**src/rtl/uart_tx_arbiter_if.sv**
```systemverilog
// Requester-side and UART-FIFO-side signals of the TX arbiter.
// The requester/testbench side uses the master modport; the arbiter uses the slave modport.
interface uart_tx_arbiter_if #(
    parameter int BITS_d = 8,
    parameter int N_REQ  = 4
);
    logic [N_REQ-1:0]        req;
    logic [N_REQ*BITS_d-1:0] din;
    logic [N_REQ-1:0]        last;
    logic [N_REQ-1:0]        ack;
    logic [N_REQ-1:0]        grant;
    logic [BITS_d-1:0]       w_data;
    logic                    wr_uart;
    logic                    tx_full;
    logic                    busy;
    logic                    timeout_err;

    modport master (
        output req, din, last, tx_full,
        input  ack, grant, w_data, wr_uart, busy, timeout_err
    );

    modport slave (
        input  req, din, last, tx_full,
        output ack, grant, w_data, wr_uart, busy, timeout_err
    );
endinterface

```
**src/rtl/uart_tx_arbiter.sv**
```systemverilog
// Round-robin, packet-locked arbiter feeding N_REQ byte streams into one UART TX FIFO.
// Define UART_ARB_TIMEOUT_EN to add a stall watchdog that force-releases a silent owner.
//
// state | meaning
// IDLE  | no owner; arbitrate among req, searching upward from ptr+1
// OWN   | grant held by one requester until it sends a byte with last
module uart_tx_arbiter #(
    parameter int BITS_d      = 8,
    parameter int N_REQ       = 4,
    parameter int TIMEOUT_CYC = 1024
) (
    input  logic             clk,
    input  logic             reset,
    uart_tx_arbiter_if.slave bus
);
    localparam int PW = (N_REQ > 1) ? $clog2(N_REQ) : 1;

    if (N_REQ < 2 || N_REQ > 8 || TIMEOUT_CYC < 2 || TIMEOUT_CYC > 65535) begin : g_param_err
        $error("uart_tx_arbiter: parameter out of range");
    end

    typedef enum logic {IDLE, OWN} state_t;

    state_t           state_q, state_d;
    logic [N_REQ-1:0] grant_q, grant_d;
    logic [PW-1:0]    own_q, own_d;
    logic [PW-1:0]    ptr_q, ptr_d;
    logic             busy_q, busy_d;

    logic [PW-1:0]     pick;
    logic              pick_vld;
    logic [PW-1:0]     idx;
    logic              req_g;
    logic              last_g;
    logic [BITS_d-1:0] din_g;
    logic              xfer;
    logic              rel;

`ifdef UART_ARB_TIMEOUT_EN
    localparam logic [15:0] TO_LAST = 16'(TIMEOUT_CYC - 1);
    logic [15:0] cnt_q, cnt_d;
    logic        timeout_q, timeout_d;
`endif

    // Descending scan so the candidate closest above ptr is the one that sticks.
    always_comb begin
        pick     = '0;
        pick_vld = 1'b0;
        idx      = '0;
        for (int k = N_REQ; k >= 1; k--) begin
            idx = PW'((int'(ptr_q) + k) % N_REQ);
            if (bus.req[idx]) begin
                pick     = idx;
                pick_vld = 1'b1;
            end
        end
    end

    always_comb begin
        req_g  = bus.req[own_q];
        last_g = bus.last[own_q];
        din_g  = bus.din[int'(own_q)*BITS_d +: BITS_d];
        xfer   = (state_q == OWN) && req_g && !bus.tx_full;
    end

    assign bus.wr_uart = xfer;
    assign bus.ack     = xfer ? grant_q : '0;
    assign bus.w_data  = (state_q == OWN) ? din_g : '0;
    assign bus.grant   = grant_q;
    assign bus.busy    = busy_q;

    always_comb begin
        state_d = state_q;
        grant_d = grant_q;
        own_d   = own_q;
        ptr_d   = ptr_q;
        rel     = 1'b0;
`ifdef UART_ARB_TIMEOUT_EN
        cnt_d     = cnt_q;
        timeout_d = 1'b0;
`endif
        case (state_q)
            IDLE: begin
                if (pick_vld) begin
                    state_d        = OWN;
                    own_d          = pick;
                    grant_d        = '0;
                    grant_d[pick]  = 1'b1;
`ifdef UART_ARB_TIMEOUT_EN
                    cnt_d = '0;
`endif
                end
            end
            OWN: begin
                if (xfer) begin
                    rel = last_g;
`ifdef UART_ARB_TIMEOUT_EN
                    cnt_d = '0;
                end else if (!req_g) begin
                    if (cnt_q == TO_LAST) begin
                        rel       = 1'b1;
                        timeout_d = 1'b1;
                        cnt_d     = '0;
                    end else begin
                        cnt_d = cnt_q + 16'd1;
                    end
`endif
                end
            end
            default: state_d = IDLE;
        endcase
        if (rel) begin
            state_d = IDLE;
            grant_d = '0;
            ptr_d   = own_q;
        end
        busy_d = |grant_d;
    end

    always_ff @(posedge clk or posedge reset) begin
        if (reset) begin
            state_q <= IDLE;
            grant_q <= '0;
            own_q   <= '0;
            ptr_q   <= PW'(N_REQ - 1);
            busy_q  <= 1'b0;
        end else begin
            state_q <= state_d;
            grant_q <= grant_d;
            own_q   <= own_d;
            ptr_q   <= ptr_d;
            busy_q  <= busy_d;
        end
    end

`ifdef UART_ARB_TIMEOUT_EN
    always_ff @(posedge clk or posedge reset) begin
        if (reset) begin
            cnt_q     <= '0;
            timeout_q <= 1'b0;
        end else begin
            cnt_q     <= cnt_d;
            timeout_q <= timeout_d;
        end
    end

    assign bus.timeout_err = timeout_q;
`else
    assign bus.timeout_err = 1'b0;
`endif
endmodule
```
**src/flat_wrapper.sv**
```systemverilog
// flat-port wrapper written by rule: the top's interface ports become plain ports
module uart_tx_arbiter_flat 
#(
    parameter int BITS_d      = 8,
    parameter int N_REQ       = 4,
    parameter int TIMEOUT_CYC = 1024
)
  (clk, reset, bus_req, bus_din, bus_last, bus_tx_full, bus_ack, bus_grant, bus_w_data, bus_wr_uart, bus_busy, bus_timeout_err);
  uart_tx_arbiter_if #(.BITS_d(BITS_d), .N_REQ(N_REQ)) bus_i ();
  input  logic clk;
  input  logic reset;
  input wire logic [$bits(bus_i.req)-1:0] bus_req;
  input wire logic [$bits(bus_i.din)-1:0] bus_din;
  input wire logic [$bits(bus_i.last)-1:0] bus_last;
  input wire logic [$bits(bus_i.tx_full)-1:0] bus_tx_full;
  output wire logic [$bits(bus_i.ack)-1:0] bus_ack;
  output wire logic [$bits(bus_i.grant)-1:0] bus_grant;
  output wire logic [$bits(bus_i.w_data)-1:0] bus_w_data;
  output wire logic [$bits(bus_i.wr_uart)-1:0] bus_wr_uart;
  output wire logic [$bits(bus_i.busy)-1:0] bus_busy;
  output wire logic [$bits(bus_i.timeout_err)-1:0] bus_timeout_err;
  assign bus_i.req = bus_req;
  assign bus_i.din = bus_din;
  assign bus_i.last = bus_last;
  assign bus_i.tx_full = bus_tx_full;
  assign bus_ack = bus_i.ack;
  assign bus_grant = bus_i.grant;
  assign bus_w_data = bus_i.w_data;
  assign bus_wr_uart = bus_i.wr_uart;
  assign bus_busy = bus_i.busy;
  assign bus_timeout_err = bus_i.timeout_err;
  uart_tx_arbiter #(.BITS_d(BITS_d), .N_REQ(N_REQ), .TIMEOUT_CYC(TIMEOUT_CYC)) u_core (.clk(clk), .reset(reset), .bus(bus_i));
endmodule
```
**config.mk**
```make
export PLATFORM = sky130hd
export DESIGN_NAME = uart_tx_arbiter_flat
export DESIGN_NICKNAME = d
export VERILOG_FILES = /design/src/rtl/uart_tx_arbiter_if.sv /design/src/rtl/uart_tx_arbiter.sv /design/src/flat_wrapper.sv
export SDC_FILE = /design/constraint.sdc
export NUM_CORES = 1
export LEC_CHECK = 0
export CAP_MARGIN = 5
export CORE_UTILIZATION = 54
export CTS_CLUSTER_SIZE = 28
export DETAILED_ROUTE_END_ITERATION = 6
export DONT_BUFFER_PORTS = 1
export HOLD_SLACK_MARGIN = 0.06
export PLACE_DENSITY = 0.72
export SLEW_MARGIN = 25
export SYNTH_ARGS = -nofsm -noshare
export SYNTH_HDL_FRONTEND = slang
export SYNTH_SLANG_ARGS = --single-unit
export TNS_END_PERCENT = 30
```
**constraint.sdc**
```tcl
create_clock -name clk -period 1.7 [get_ports clk]
set_input_delay 0.255 -clock clk [delete_from_list [all_inputs] [get_ports clk]]
set_output_delay 0.255 -clock clk [all_outputs]
set_load 0.1 [all_outputs]
```
==> impl_metrics.tcl <==
set metrics [dict create \
    status "finished with violations" \
    violations "setup timing" \
    fmax_ghz 0.460 \
    wl_per_cell_um 28.8 \
    fin_worst_skew_ns 0.00554 \
    drt_pass1_iterations 4 \
    hold_depth 2 \
    cp_slowest_cell "dfrtp_1" \
    clk_latency_ns 0.27 \
    hp-class "in2reg" \
    synthArstFlopShare 1.00 \
    critPathLaunchType "flop" \
    synth_top_cell_by_area "mux4_2" \
    synth_fp_nets 121 \
    arrival_ns 1.92 \
    netlist.area_leader.share 0.244 \
    die_y_um 41.3 \
    area_growth_syn_to_layout_pct 53.4 \
    drive_above_1_share 0.524 \
    start_util 0.609 \
    cts_buffers 3 \
    drc 0 \
    cp_data_required_time_ns 1.44 \
    vias 861 \
    cp-end-kind "output pin" \
    grt_pass1_vias 903 \
    startpoint "u_core.own_q[0]" \
    htree_levels 1 \
    fin_tns_setup_ns -6.41 \
    syn_avg_cell_area_sq_um 10.7 \
    setup_viol 21 \
    crit_fanout 6 \
    ios 62 \
    final_core_util 0.934 \
    synth_cells 78 \
    synth-warning-count 0 \
    r2r_end "u_core.ptr_q[0]" \
    cap_violations 0 \
    ys_seq_area_frac 0.304 \
    place.gp.congestion 0.733 \
    dieArea_sq_um 1700 \
    syn_area_sq_um 832 \
    numPlacedInstances 113 \
    grt_pass1_wl_mm 4.04 \
    vias_per_cell 7.18 \
    crit_type "reg2out" \
    antenna_cells_inserted 0 \
    die_x_um 41.3 \
    nNetsFinal 150 \
    cts-root-buf "clkbuf_4" \
    final_cells 120 \
    core-area_sq_um 1370 \
    worst_slack_ns -0.475 \
    tritoncts "yes" \
    antenna_found_initial 0 \
    worstReg2RegStart "u_core.own_q[0]" \
    antenna_left 0 \
    hpwlAfterDp_mm 2.18 \
    synth_edf_count 0 \
    min_period_ns 2.17 \
    period_share 1.28 \
    fillerInstances 45 \
    grt_use_total 0.406 \
    dp_slack_ns -0.181 \
    drtIter0Drc 59 \
    gr-total-overflow 0 \
    synth_flop_cell "dfrtp_1" \
    cts_max_path_buffers 2 \
    grt_max_degree 11 \
    clk_pin_slew_ns 0.07 \
    rrSetupSlack_ns -0.19 \
    r2r_cells 7 \
    ys_ff_latch 10 \
    cts.sinks 10 \
    synth.distinct_cells 27 \
    io_buffers 0 \
    synth.top_cells.by_area "mux4_2 (24%), dfrtp_1 (24%), and2_1 (9.8%)" \
    slew_violations 0 \
    critPathMaxStageDelay_ns 0.43 \
    crit_chain "buf_6 > nor2b_4 > a211oi_2 > a2111oi_4 > buf_4 > and2_4 > buf_12" \
    rsz0062_at_grt "true" \
    std_cell_rows 13 \
    drt-total-wl_mm 3.45 \
    endpoint "bus_ack[3]" \
    finalHoldViolations 0 \
]
[cells by family (layout without fill, tap and decap cells)]
group,count (synthesis),after routing,share of synthesized area
flip-flops,10,10,0.304
other,1,1,0.00451
multiplexers,12,12,0.283
buffers and inverters,7,34,0.0466
AND/OR/NAND/NOR,34,34,0.232
AO/OA/AOI/OAI,14,14,0.131
[what timing repair did]
action / 4_1_cts / 5_1_grt
hold buffers: 1 / 0
endpoints found under the hold margin: 8 / 0
setup endpoints to repair: 21 / 21
buffers inserted: 3 / 0
gates resized for setup: 10 / 4
pin swaps: 4 / 0
gates cloned: 0 / 0
[worst max-delay path, delay by kind of cell, from the launching register on]
family / cells / cell delay, ns
simple gates: 2 / 0.29
buf+inv: 3 / 0.53
compound gates: 2 / 0.39
flops: 1 / 0.43
[layout by cell type (no fill, tap or decap), types with 3 or more instances in the layout]
master	instances
buf_12	12
buf_4	12
mux4_2	9
and2_1	8
dfrtp_1	8
and2_4	5
a21oi_1	5
nand2b_1	4
nor2_1	4
nor2b_1	3
nand2_1	3
clkbuf_4	3
buf_6	3
[cells in the mapped netlist, types with 3 or more instances]
master	count
nand2b_1	4
a21oi_1	5
nor2b_1	4
nor2_1	4
mux4_2	9
and2_1	13
nand2_1	3
dfrtp_1	8
[worst min-delay path by stage]
stage | start | to | slack [ns]
after floorplan | reset | u_core.bus.busy | 0.09
after global placement | reset | u_core.bus.grant[0] | 0.13
after detailed placement | reset | u_core.bus.grant[0] | 0.14
after CTS | bus_req[3] | u_core.state_q | 0.19
after global routing | bus_req[3] | u_core.state_q | 0.26
final | bus_req[3] | u_core.state_q | 0.27
[metal layers]
metal,track usage,vias to the layer above,part of all wire
li1,-,339,-
met1,0.332,407,0.30
met2,0.820,95,0.56
met3,0.0598,20,0.096
met4,0.315,0,0.049
met5,0,-,0
[state kept, by name (all words and copies together), names as in the netlist]
signal and cells:
u_core.bus.grant 4, u_core.own_q 2, u_core.ptr_q 2, u_core.bus.busy 1
u_core.state_q 1
[through the flow]
| stage | hold WS (ns) | area [sq um] |
|---|---|---|
| floorplan | 0.0937 | 837 |
| global placement | 0.125 | 1180 |
| detailed placement | 0.142 | 1180 |
| CTS | 0.190 | 1270 |
| global route | 0.263 | 1280 |
| finish | 0.265 | 1280 |
[cell type report]
type,instances,area (sq um),share of cell area
Timing Repair Buffer,29,402,0.315
Clock buffer,3,22.5,0.0176
Tap cell,15,18.8,0.0147
Multi-Input combinational cell,61,573,0.449
Inverter,2,7.51,0.00588
Sequential cell,10,253,0.198
Power is not shown: default switching activity piles up to over one toggle a cycle in this logic, so the estimate is an artifact.
